**src/rtl/mmio_timer_pkg.sv**
```systemverilog
// Shared definitions for the memory-mapped down-counting timer: word width,
// register offsets, CTRL/STATUS bit positions and the byte-lane merge helper.
package mmio_timer_pkg;

  localparam int WORD_W = 32;

  typedef enum logic [1:0] {
    REG_CTRL   = 2'd0,
    REG_LOAD   = 2'd1,
    REG_COUNT  = 2'd2,
    REG_STATUS = 2'd3
  } reg_off_e;

  localparam int CTRL_EN          = 0;
  localparam int CTRL_AUTO_RELOAD = 1;
  localparam int CTRL_IRQ_EN      = 2;
  localparam int STATUS_EXPIRED   = 0;

  // Bytes whose sel bit is low keep their previous contents.
  function automatic logic [WORD_W-1:0] byte_merge(input logic [WORD_W-1:0] old_word,
                                                   input logic [WORD_W-1:0] new_word,
                                                   input logic [3:0]        sel);
    logic [WORD_W-1:0] merged;
    for (int b = 0; b < 4; b++) begin
      merged[8*b +: 8] = sel[b] ? new_word[8*b +: 8] : old_word[8*b +: 8];
    end
    return merged;
  endfunction

endpackage

```
**src/rtl/mmio_timer_if.sv**
```systemverilog
// Data-memory port signalling (ce/we/addr/sel/data) shared by the core and the timer.
// Single-cycle bus: a hit (ce=1, address in window) completes in the cycle it is
// presented; reads return data_o combinationally, writes commit on the next clk edge.
interface mmio_timer_if;
  import mmio_timer_pkg::*;

  logic              ce;
  logic              we;
  logic [31:0]       addr;
  logic [3:0]        sel;
  logic [WORD_W-1:0] data_i;
  logic [WORD_W-1:0] data_o;

  modport master (output ce, we, addr, sel, data_i, input data_o);
  modport slave  (input ce, we, addr, sel, data_i, output data_o);

endinterface

```
**src/rtl/mmio_prescaler.sv**
```systemverilog
// Cycle divider: counts 0..PRESCALE-1 while enabled and flags tick on the last count.
// Held at 0 while disabled or when clr is asserted.
module mmio_prescaler #(
  parameter int PRESCALE = 1
) (
  input  logic clk,
  input  logic rst,
  input  logic en,
  input  logic clr,
  output logic tick
);

  localparam int CNT_W = (PRESCALE > 1) ? $clog2(PRESCALE) : 1;
  localparam logic [CNT_W-1:0] LAST = CNT_W'(PRESCALE - 1);

  logic [CNT_W-1:0] cnt_q;

  assign tick = en && (cnt_q == LAST);

  always_ff @(posedge clk) begin
    if (!rst || !en || clr) begin
      cnt_q <= '0;
    end else if (tick) begin
      cnt_q <= '0;
    end else begin
      cnt_q <= cnt_q + CNT_W'(1);
    end
  end

endmodule

```
**src/rtl/mmio_timer.sv**
```systemverilog
// Memory-mapped down-counting timer with reload, one-shot/auto-reload modes,
// a W1C expiry flag and a level interrupt. Reads are combinational.
module mmio_timer
  import mmio_timer_pkg::*;
#(
  parameter logic [31:0] BASE_ADDR = 32'h0000_1000,
  parameter int          PRESCALE  = 1
) (
  input  logic            clk,
  input  logic            rst,
  mmio_timer_if.slave     bus,
  output logic            irq
);

  logic [2:0]        ctrl_q;
  logic [WORD_W-1:0] load_q;
  logic [WORD_W-1:0] count_q;
  logic              expired_q;

  logic              hit;
  reg_off_e          off;
  logic              wr_ctrl, wr_load, wr_count, wr_status;
  logic              tick, step, expire;
  logic [WORD_W-1:0] rdata;
  logic              unused_addr_lsbs;

  assign hit       = bus.ce && (bus.addr[31:4] == BASE_ADDR[31:4]);
  assign off       = reg_off_e'(bus.addr[3:2]);
  assign wr_ctrl   = hit && bus.we && (off == REG_CTRL);
  assign wr_load   = hit && bus.we && (off == REG_LOAD);
  assign wr_count  = hit && bus.we && (off == REG_COUNT);
  assign wr_status = hit && bus.we && (off == REG_STATUS);
  assign unused_addr_lsbs = ^bus.addr[1:0];

  mmio_prescaler #(.PRESCALE(PRESCALE)) u_prescaler (
    .clk  (clk),
    .rst  (rst),
    .en   (ctrl_q[CTRL_EN]),
    .clr  (wr_count),
    .tick (tick)
  );

  assign step   = tick && ctrl_q[CTRL_EN];
  assign expire = step && (count_q == '0);

  // Priority on a shared edge: software COUNT/CTRL writes win over hardware
  // updates, while a hardware expiry wins over a software W1C.
  always_ff @(posedge clk) begin
    if (!rst) begin
      ctrl_q    <= '0;
      load_q    <= '0;
      count_q   <= '0;
      expired_q <= 1'b0;
    end else begin
      if (wr_ctrl) begin
        if (bus.sel[0]) ctrl_q <= bus.data_i[2:0];
      end else if (expire && !ctrl_q[CTRL_AUTO_RELOAD]) begin
        ctrl_q[CTRL_EN] <= 1'b0;
      end

      if (wr_load) load_q <= byte_merge(load_q, bus.data_i, bus.sel);

      if (wr_count) begin
        count_q <= byte_merge(count_q, bus.data_i, bus.sel);
      end else if (step) begin
        if (count_q != '0)                  count_q <= count_q - 1'b1;
        else if (ctrl_q[CTRL_AUTO_RELOAD])  count_q <= load_q;
      end

      if (expire) begin
        expired_q <= 1'b1;
      end else if (wr_status && bus.sel[0] && bus.data_i[STATUS_EXPIRED]) begin
        expired_q <= 1'b0;
      end
    end
  end

  always_comb begin
    rdata = '0;
    if (hit && !bus.we) begin
      case (off)
        REG_CTRL:   rdata = {{(WORD_W-3){1'b0}}, ctrl_q};
        REG_LOAD:   rdata = load_q;
        REG_COUNT:  rdata = count_q;
        REG_STATUS: rdata = {{(WORD_W-1){1'b0}}, expired_q};
        default:    rdata = '0;
      endcase
    end
  end

  assign bus.data_o = rdata;
  assign irq        = expired_q && ctrl_q[CTRL_IRQ_EN];

endmodule
```
**src/flat_wrapper.sv**
```systemverilog
// flat-port wrapper written by rule: the top's interface ports become plain ports
module mmio_timer_flat import mmio_timer_pkg::*;
#(
  parameter logic [31:0] BASE_ADDR = 32'h0000_1000,
  parameter int          PRESCALE  = 1
)
  (clk, rst, irq, bus_ce, bus_we, bus_addr, bus_sel, bus_data_i, bus_data_o);
  mmio_timer_if bus_i ();
  input  logic clk;
  input  logic rst;
  output logic irq;
  input wire logic [$bits(bus_i.ce)-1:0] bus_ce;
  input wire logic [$bits(bus_i.we)-1:0] bus_we;
  input wire logic [$bits(bus_i.addr)-1:0] bus_addr;
  input wire logic [$bits(bus_i.sel)-1:0] bus_sel;
  input wire logic [$bits(bus_i.data_i)-1:0] bus_data_i;
  output wire logic [$bits(bus_i.data_o)-1:0] bus_data_o;
  assign bus_i.ce = bus_ce;
  assign bus_i.we = bus_we;
  assign bus_i.addr = bus_addr;
  assign bus_i.sel = bus_sel;
  assign bus_i.data_i = bus_data_i;
  assign bus_data_o = bus_i.data_o;
  mmio_timer #(.BASE_ADDR(BASE_ADDR), .PRESCALE(PRESCALE)) u_core (.clk(clk), .rst(rst), .bus(bus_i), .irq(irq));
endmodule
```
**config.mk**
```make
export PLATFORM = sky130hd
export DESIGN_NAME = mmio_timer_flat
export DESIGN_NICKNAME = d
export VERILOG_FILES = /design/src/rtl/mmio_timer_pkg.sv /design/src/rtl/mmio_timer_if.sv /design/src/rtl/mmio_prescaler.sv /design/src/rtl/mmio_timer.sv /design/src/flat_wrapper.sv
export SDC_FILE = /design/constraint.sdc
export NUM_CORES = 1
export LEC_CHECK = 0
export CORE_UTILIZATION = 55
export DETAILED_ROUTE_END_ITERATION = 10
export GPL_TIMING_DRIVEN = 0
export PLACE_DENSITY = 0.83
export SLEW_MARGIN = 10
export SYNTH_ARGS = -nofsm -noshare
export SYNTH_HDL_FRONTEND = slang
export SYNTH_HIERARCHICAL = 1
export SYNTH_SLANG_ARGS = --single-unit
```
**constraint.sdc**
```tcl
create_clock -name clk -period 7.2 [get_ports clk]
set_clock_uncertainty 0.2 [all_clocks]
set_input_delay 1.8 -clock clk [delete_from_list [all_inputs] [get_ports clk]]
set_output_delay 1.8 -clock clk [all_outputs]
set_load 0.01 [all_outputs]
```
---- Word-level counts from Yosys, hierarchy flattened ----
Index checks and enable logic that the tools add are counted.
word-level totals
  bits in read-only memories .............. 0
  latch bits .............................. 0
  RAM bits ................................ 0
  word-level logic and storage cells ...... 77
  output and inout port bits .............. 33
  memories ................................ 0
  bits of input ports ..................... 72
  bits in registers ....................... 69
cells by class
  multipliers ............................. 0
  magnitude comparators ................... 0
  shifts and indexed selects .............. 0
  bitwise gates (word level) .............. 1
  equality and inequality tests ........... 9
  div/mod/pow operators ................... 0
  reductions and logical operators ........ 38
  mux-type cells .......................... 15
  $add $sub $neg .......................... 2
operator list
  kind                     count
  $mux W32                 5
  $pmux W32 S4             1
  $logic_not A32 Y1        1
  $mux W8                  4
  $reduce_bool A32 Y1      1
  $sub A32 B1 Y32 const B  1
  $eq A28 B9 Y1 const B    1
  $logic_and A1 B1 Y1      14
  $reduce_and A2 Y1        6
  $reduce_and A3 Y1        4
  $ne A2 B2 Y1 const B     5
  $reduce_bool A2 Y1       3
  $mux W1                  5
  $eq A2 B2 Y1 const B     2
  $logic_not A1 Y1         4
  $reduce_bool A3 Y1       1
  $eq A2 B1 Y1 const B     1
  $logic_not A2 Y1         1
  $logic_or A1 B1 Y1       2
  $reduce_or A2 Y1         1
  $add A1 B1 Y1 const B    1
  $not A1 Y1               1

---- Depth between registers and ports, before layout ----
  depth after elaboration ................. 8
  depth in mapped cells ................... 9
  gate-level depth less buffers ........... 8

---- Hierarchy ----
The synthesis kept the hierarchy.
modules (own cells, without submodules)
  module          cells each  sequential area each (µm²)  area an instance (µm²)  instances
  mmio_timer      581         1361.3                      4589.4                  1
  mmio_prescaler  3           20.0                        37.5                    1

---- Least setup slack after synthesis ----
No wires, ideal clock.
  path kind ............................... input to output
  start ................................... input bus_addr[11]
  end ..................................... output bus_data_o[10]
  arrival ................................. 3.321 ns
  cell stages on the path ................. 6
  required time ........................... 5.200 ns
  path buffers ............................ 2
  slack ................................... 1.879 ns
  cell sequence ........................... nor4_2 > nand4_2 > or4_1 > clkbuf_1 > clkbuf_1 > nor2_1
between the ends
  word-level cells in the longest chain between the ends .. 4
ends and longest elaborated chain
  element              RTL line            text
  from (decl)          flat_wrapper.sv:14  input wire logic [$bits(bus_i.addr)-1:0] bus_addr;
  $eq A28 B9 Y1        mmio_timer.sv:27    assign hit = bus.ce && (bus.addr[31:4] == BASE_ADDR[31:4]);
  $logic_and A1 B1 Y1  mmio_timer.sv:27
  $logic_and A1 B1 Y1  mmio_timer.sv:80    if (hit && !bus.we) begin
  $mux W32             mmio_timer.sv:80
  to (decl)            flat_wrapper.sv:17  output wire logic [$bits(bus_i.data_o)-1:0] bus_data_o;
No other way between the ends.

---- Worst setup path in the final report ----
  start ................................... input bus_addr[11]
  end ..................................... output bus_data_o[28]
The elaborated chain is that of the path after synthesis.

==> impl_results.html <==
<table>
<tr><th>Metric</th><th>Value</th></tr>
<tr><th colspan="2">Outcome</th></tr>
<tr><td>Outcome</td><td>finished, final reports clean</td></tr>
<tr><th colspan="2">Floorplanning</th></tr>
<tr><td>Area of the core</td><td>8180 sq um</td></tr>
<tr><td>I/O pin count</td><td>105</td></tr>
<tr><td>Chip Height</td><td>93.7 um</td></tr>
<tr><td>Total die area</td><td>8780 sq um</td></tr>
<tr><td>Horizontal die dimension</td><td>93.7 um</td></tr>
<tr><td>Standard-cell rows</td><td>33</td></tr>
<tr><td>Starting Density</td><td>56.6%</td></tr>
<tr><th colspan="2">Global routing</th></tr>
<tr><td>Maximum number of pins on one net before global-route repair</td><td>12</td></tr>
<tr><td>Combined global-route utilization of all metal layers</td><td>34.7%</td></tr>
<tr><td>Via count of the first global-routing pass</td><td>4841</td></tr>
<tr><td>First-pass GRT wire length</td><td>between 20 and 25 mm</td></tr>
<tr><td>Number of antenna violations at the first check in global routing</td><td>0</td></tr>
<tr><td>Total congestion overflow after global routing</td><td>0</td></tr>
<tr><th colspan="2">Clock network</th></tr>
<tr><td>Number of instances resized during post-cts repair</td><td>0</td></tr>
<tr><td>Hold buffer count at cts</td><td>0</td></tr>
<tr><td>Source-to-sink clock delay at the later pin of the worst-skew pair</td><td>0.34 ns</td></tr>
<tr><td>Number of setup buffers added after CTS</td><td>0</td></tr>
<tr><td>Clock-pin slew on the worst setup and hold paths</td><td>~0.070 ns</td></tr>
<tr><td>Root Driver</td><td>sky130_fd_sc_hd__clkbuf_8</td></tr>
<tr><td>Clock tree buffer depth</td><td>2</td></tr>
<tr><td>CTS Sinks</td><td>69</td></tr>
<tr><td>CTS buffer count</td><td>9</td></tr>
<tr><td>TritonCTS clock tree</td><td>yes</td></tr>
<tr><td>Max H-tree Level</td><td>3</td></tr>
<tr><th colspan="2">Route</th></tr>
<tr><td>Antenna viol nets, final</td><td>0</td></tr>
<tr><td>Topmost layer with routed signal wires</td><td>met4</td></tr>
<tr><td>Metal2 WL</td><td>7.16 mm</td></tr>
<tr><td>Per-cell routed wire length</td><td>19.1 um</td></tr>
<tr><td>Routed wire length</td><td>15.4 mm</td></tr>
<tr><td>Drc violations</td><td>0</td></tr>
<tr><td>Length of routed met3 wiring</td><td>between 1.5 and 2 mm</td></tr>
<tr><td>Drt first-iter violations</td><td>540</td></tr>
<tr><td>Router iterations before antenna repair</td><td>8</td></tr>
<tr><td>M1 wire length</td><td>6.01 mm</td></tr>
<tr><td>Number of vias after detailed routing</td><td>between 5000 and 6000</td></tr>
<tr><td>Drt via density</td><td>6.53</td></tr>
<tr><th colspan="2">Layout</th></tr>
<tr><td>Share of final-layout standard cells stronger than drive strength 1</td><td>6.00%</td></tr>
<tr><td>Most frequent cells in the layout</td><td>100 x sky130_fd_sc_hd__clkdlybuf4s50_1, 69 x sky130_fd_sc_hd__dfxtp_1, 67 x sky130_fd_sc_hd__nand2_1</td></tr>
<tr><td>Syn-to-layout area delta</td><td>29.3%</td></tr>
<tr><td>Antenna diode instance count</td><td>0</td></tr>
<tr><td>Post-route insts no fill</td><td>805</td></tr>
<tr><td>Final design instance area without fill</td><td>5980 sq um</td></tr>
<tr><td>Leading cell type in the layout, fill and taps excluded</td><td>sky130_fd_sc_hd__clkdlybuf4s50_1</td></tr>
<tr><td>Post-layout net count</td><td>769</td></tr>
<tr><th colspan="2">Logic synthesis</th></tr>
<tr><td>Count of flip-flops with a built-in enable after synthesis</td><td>0</td></tr>
<tr><td>Syn. warnings</td><td>6</td></tr>
<tr><td>Number of synthesized register bits</td><td>69</td></tr>
<tr><td>Top FF cell, synth</td><td>sky130_fd_sc_hd__dfxtp_1</td></tr>
<tr><td>Cell count after synthesis</td><td>584</td></tr>
<tr><td>Synth Cell Area</td><td>4630 sq um</td></tr>
<tr><td>Nets in the synthesized netlist</td><td>around 660</td></tr>
<tr><td>Fraction of the yosys area taken by sequential cells</td><td>29.9%</td></tr>
<tr><td>Syn Area/Cell</td><td>7.92 sq um</td></tr>
<tr><td>Ys async rst share</td><td>0%</td></tr>
<tr><td>Distinct cells, synth</td><td>50</td></tr>
<tr><th colspan="2">Critical path</th></tr>
<tr><td>Critical path arrival</td><td>4.66 ns</td></tr>
<tr><td>Peak fanout along the critical path</td><td>10</td></tr>
<tr><td>Register-to-Register Setup Slack</td><td>~3.9 ns</td></tr>
<tr><td>Max incr delay on CP</td><td>0.57 ns</td></tr>
<tr><td>Chain of cells forming the critical path</td><td>clkdlybuf4s50_1 -&gt; nor4_2 -&gt; nand4_2 -&gt; or4_1 -&gt; clkbuf_1 -&gt; clkbuf_1 -&gt; nor2_1 -&gt; clkdlybuf4s50_1</td></tr>
<tr><td>Critical path class</td><td>input pin to output port</td></tr>
<tr><td>Critical Path Sink Type</td><td>output port</td></tr>
<tr><td>Number of buffers and inverters on the critical path</td><td>4</td></tr>
<tr><td>Slowest cell on the critical path</td><td>sky130_fd_sc_hd__or4_1</td></tr>
<tr><td>Worst path top cell family by delay</td><td>buffers and inverters</td></tr>
<tr><td>Worst endpoint required time</td><td>5.20 ns</td></tr>
<tr><td>Worst Setup Start Kind</td><td>input pin</td></tr>
<tr><th colspan="2">Placed design</th></tr>
<tr><td>Number of instances in the placed design</td><td>789</td></tr>
<tr><td>Standard cell area after detailed placement</td><td>around 5800 sq um</td></tr>
<tr><td>Count of port buffers added during placement</td><td>100</td></tr>
<tr><td>Total half-perimeter wirelength after legalization and detailed placement</td><td>about 11 mm</td></tr>
<tr><td>Final Wtd Congestion</td><td>approximately 0.93</td></tr>
<tr><th colspan="2">Timing</th></tr>
<tr><td>Unrepaired setup endpoints after global routing</td><td>no</td></tr>
<tr><td>Clock period minus final worst setup slack</td><td>6.66 ns</td></tr>
<tr><td>Worst Max-Slew Pin Slew</td><td>1.11 ns</td></tr>
<tr><td>Setup total negative slack</td><td>0 ns</td></tr>
<tr><td>Part of the cycle the worst path needs</td><td>92.4%</td></tr>
<tr><td>Relative slew slack</td><td>25.6%</td></tr>
<tr><td>Final count of hold timing violations</td><td>0</td></tr>
<tr><td>Maximum clock frequency</td><td>150 MHz</td></tr>
<tr><td>Worst hold-check slack</td><td>approximately 0.28 ns</td></tr>
<tr><td>Max Transition Viols Final</td><td>0</td></tr>
<tr><td>Total setup violations reported at the end of the flow</td><td>0</td></tr>
<tr><th colspan="2">Flow run</th></tr>
<tr><td>Max-cap viol count</td><td>0</td></tr>
<tr><th colspan="2">Pwr</th></tr>
<tr><td>Internal power</td><td>roughly 0.64 mW</td></tr>
<tr><td>Comb power frac</td><td>8.8%</td></tr>
<tr><td>Switching portion of total power</td><td>21.8%</td></tr>
<tr><td>Portion of total power attributed to the clock network</td><td>44.3%</td></tr>
<tr><td>Total power per unit cell area</td><td>136 nW/um^2</td></tr>
<tr><td>Share of total power in sequential cells</td><td>between 40% and 50%</td></tr>
<tr><td>Static Leak</td><td>2.06 nW</td></tr>
<tr><td>Net switching power</td><td>0.178 mW</td></tr>
<tr><td>IR Drop Worst-Case VDD</td><td>0.000108 V</td></tr>
<tr><th colspan="2">Worst hold path</th></tr>
<tr><td>Class of the most critical hold timing path</td><td>flop to flop</td></tr>
</table>
[metal layers]
layer | up-vias | track usage (%)
li1 | 2382 | -
met1 | 2445 | 44.6
met2 | 374 | 57.0
met3 | 57 | 4.45
met4 | 0 | 17.4
met5 | - | 0
[worst reg2reg max path, stage by stage (launching register included)]
cell	delay [ns]
sky130_fd_sc_hd__dfxtp_1	0.30
sky130_fd_sc_hd__buf_2	0.16
sky130_fd_sc_hd__nor4_1	0.66
sky130_fd_sc_hd__and3_1	0.32
sky130_fd_sc_hd__nand4_1	0.17
sky130_fd_sc_hd__clkbuf_1	0.31
sky130_fd_sc_hd__clkbuf_1	0.36
sky130_fd_sc_hd__o2111ai_1	0.33
sky130_fd_sc_hd__nand2_1	0.21
sky130_fd_sc_hd__a31oi_1	0.18
[worst paths after layout]
check | startpoint | end | depth (start not counted)
worst max-delay path | bus_addr[11] | bus_data_o[28] | 8
worst min-delay path | u_core/load_q[7] | u_core/load_q[7] | 2
worst max register to register | u_core/count_q[14] | u_core/count_q[27] | 9
worst min register to register | u_core/load_q[7] | u_core/load_q[7] | 2
[layout make-up]
cell class              instances  area, sq um
multi-input cells             458         3010
fillers                       660         2190
flip-flops and latches         69         1380
repair buffers                100         1000
plain buffers                  52          218
clock buffers                  12          155
well taps                     105          131
clock inverters                 4         70.1
inverters                       5         18.8
[cells by family after synthesis]
group | count (synthesis) | synth area share, %
and+or+nand+nor | 254 | 30.0
adders and majority gates | 2 | 0.541
other | 1 | 0.0810
muxes | 32 | 7.25
AOI/OAI and AO/OA | 147 | 23.0
xor gates and xnor gates | 22 | 4.16
buffers and inverters | 57 | 5.11
DFF | 69 | 29.9
[Yosys cell counts (2+ instances only)]
| master | number | share of area [%] |
|---|---|---|
| sky130_fd_sc_hd__nand3_1 | 13 | 1.4 |
| sky130_fd_sc_hd__nor4b_2 | 2 | 0.65 |
| sky130_fd_sc_hd__dfxtp_1 | 69 | 30 |
| sky130_fd_sc_hd__or4_1 | 8 | 1.3 |
| sky130_fd_sc_hd__nor4_1 | 12 | 1.6 |
| sky130_fd_sc_hd__nor4_4 | 2 | 0.92 |
| sky130_fd_sc_hd__and3_1 | 7 | 0.95 |
| sky130_fd_sc_hd__xor2_1 | 8 | 1.5 |
| sky130_fd_sc_hd__ha_1 | 2 | 0.54 |
| sky130_fd_sc_hd__clkbuf_1 | 41 | 3.3 |
| sky130_fd_sc_hd__and2_1 | 4 | 0.54 |
| sky130_fd_sc_hd__o211ai_1 | 18 | 2.9 |
| sky130_fd_sc_hd__nor3_2 | 2 | 0.43 |
| sky130_fd_sc_hd__or2_1 | 5 | 0.68 |
| sky130_fd_sc_hd__nand4_1 | 7 | 0.95 |
| sky130_fd_sc_hd__nor2b_1 | 31 | 4.2 |
| sky130_fd_sc_hd__and4_1 | 2 | 0.38 |
| sky130_fd_sc_hd__nand3b_1 | 3 | 0.49 |
| sky130_fd_sc_hd__nor2_1 | 54 | 4.4 |
| sky130_fd_sc_hd__nand2b_1 | 2 | 0.27 |
| sky130_fd_sc_hd__a31oi_1 | 29 | 3.9 |
| sky130_fd_sc_hd__a21oi_1 | 6 | 0.65 |
| sky130_fd_sc_hd__nor3_1 | 14 | 1.5 |
| sky130_fd_sc_hd__buf_6 | 2 | 0.49 |
| sky130_fd_sc_hd__buf_2 | 6 | 0.65 |
| sky130_fd_sc_hd__buf_1 | 3 | 0.24 |
| sky130_fd_sc_hd__nand2_1 | 67 | 5.4 |
| sky130_fd_sc_hd__o2111a_1 | 2 | 0.49 |
| sky130_fd_sc_hd__mux2i_1 | 29 | 6.3 |
| sky130_fd_sc_hd__xnor2_1 | 14 | 2.7 |
| sky130_fd_sc_hd__or3_1 | 7 | 0.95 |
| sky130_fd_sc_hd__nor4_2 | 6 | 1.6 |
| sky130_fd_sc_hd__inv_1 | 5 | 0.41 |
| sky130_fd_sc_hd__a211o_1 | 11 | 2.1 |
| sky130_fd_sc_hd__a21boi_0 | 9 | 1.5 |
| sky130_fd_sc_hd__o21ai_0 | 6 | 0.65 |
| sky130_fd_sc_hd__nor3b_1 | 3 | 0.49 |
| sky130_fd_sc_hd__mux2_2 | 2 | 0.49 |
| sky130_fd_sc_hd__o31ai_1 | 32 | 5.2 |
| sky130_fd_sc_hd__a22oi_1 | 29 | 4.7 |
[sequential cells by signal, summed over array words and instances (netlist names)]
name and cells:
u_core/count_q 32, u_core/load_q 32, u_core/ctrl_q 3, u_core/u_prescaler/cnt_q 1
u_core/expired_q 1
[stage by stage]
stage                     worst slack (ns)  util [%]  power (mW)
after CTS                            0.554      73.2       0.815
after global placement               0.612      70.4       0.459
after floorplan                       1.88         -       0.409
after global routing                 0.338      73.2       0.836
after detailed placement             0.554      70.4       0.460
final                                0.544      73.2       0.813
[power groups by stage]
| stage | clock, mW | combinational (mW) | sequential, mW |
|---|---|---|---|
| after global routing | 0.379 | 0.0749 | 0.382 |
| after detailed placement | 0 | 0.0696 | 0.391 |
| after floorplan | 0 | 0.0180 | 0.391 |
| after global placement | 0 | 0.0687 | 0.391 |
| after CTS | 0.363 | 0.0700 | 0.382 |
| final | 0.360 | 0.0712 | 0.382 |
Note: power is estimated with default switching activity, not from simulation.
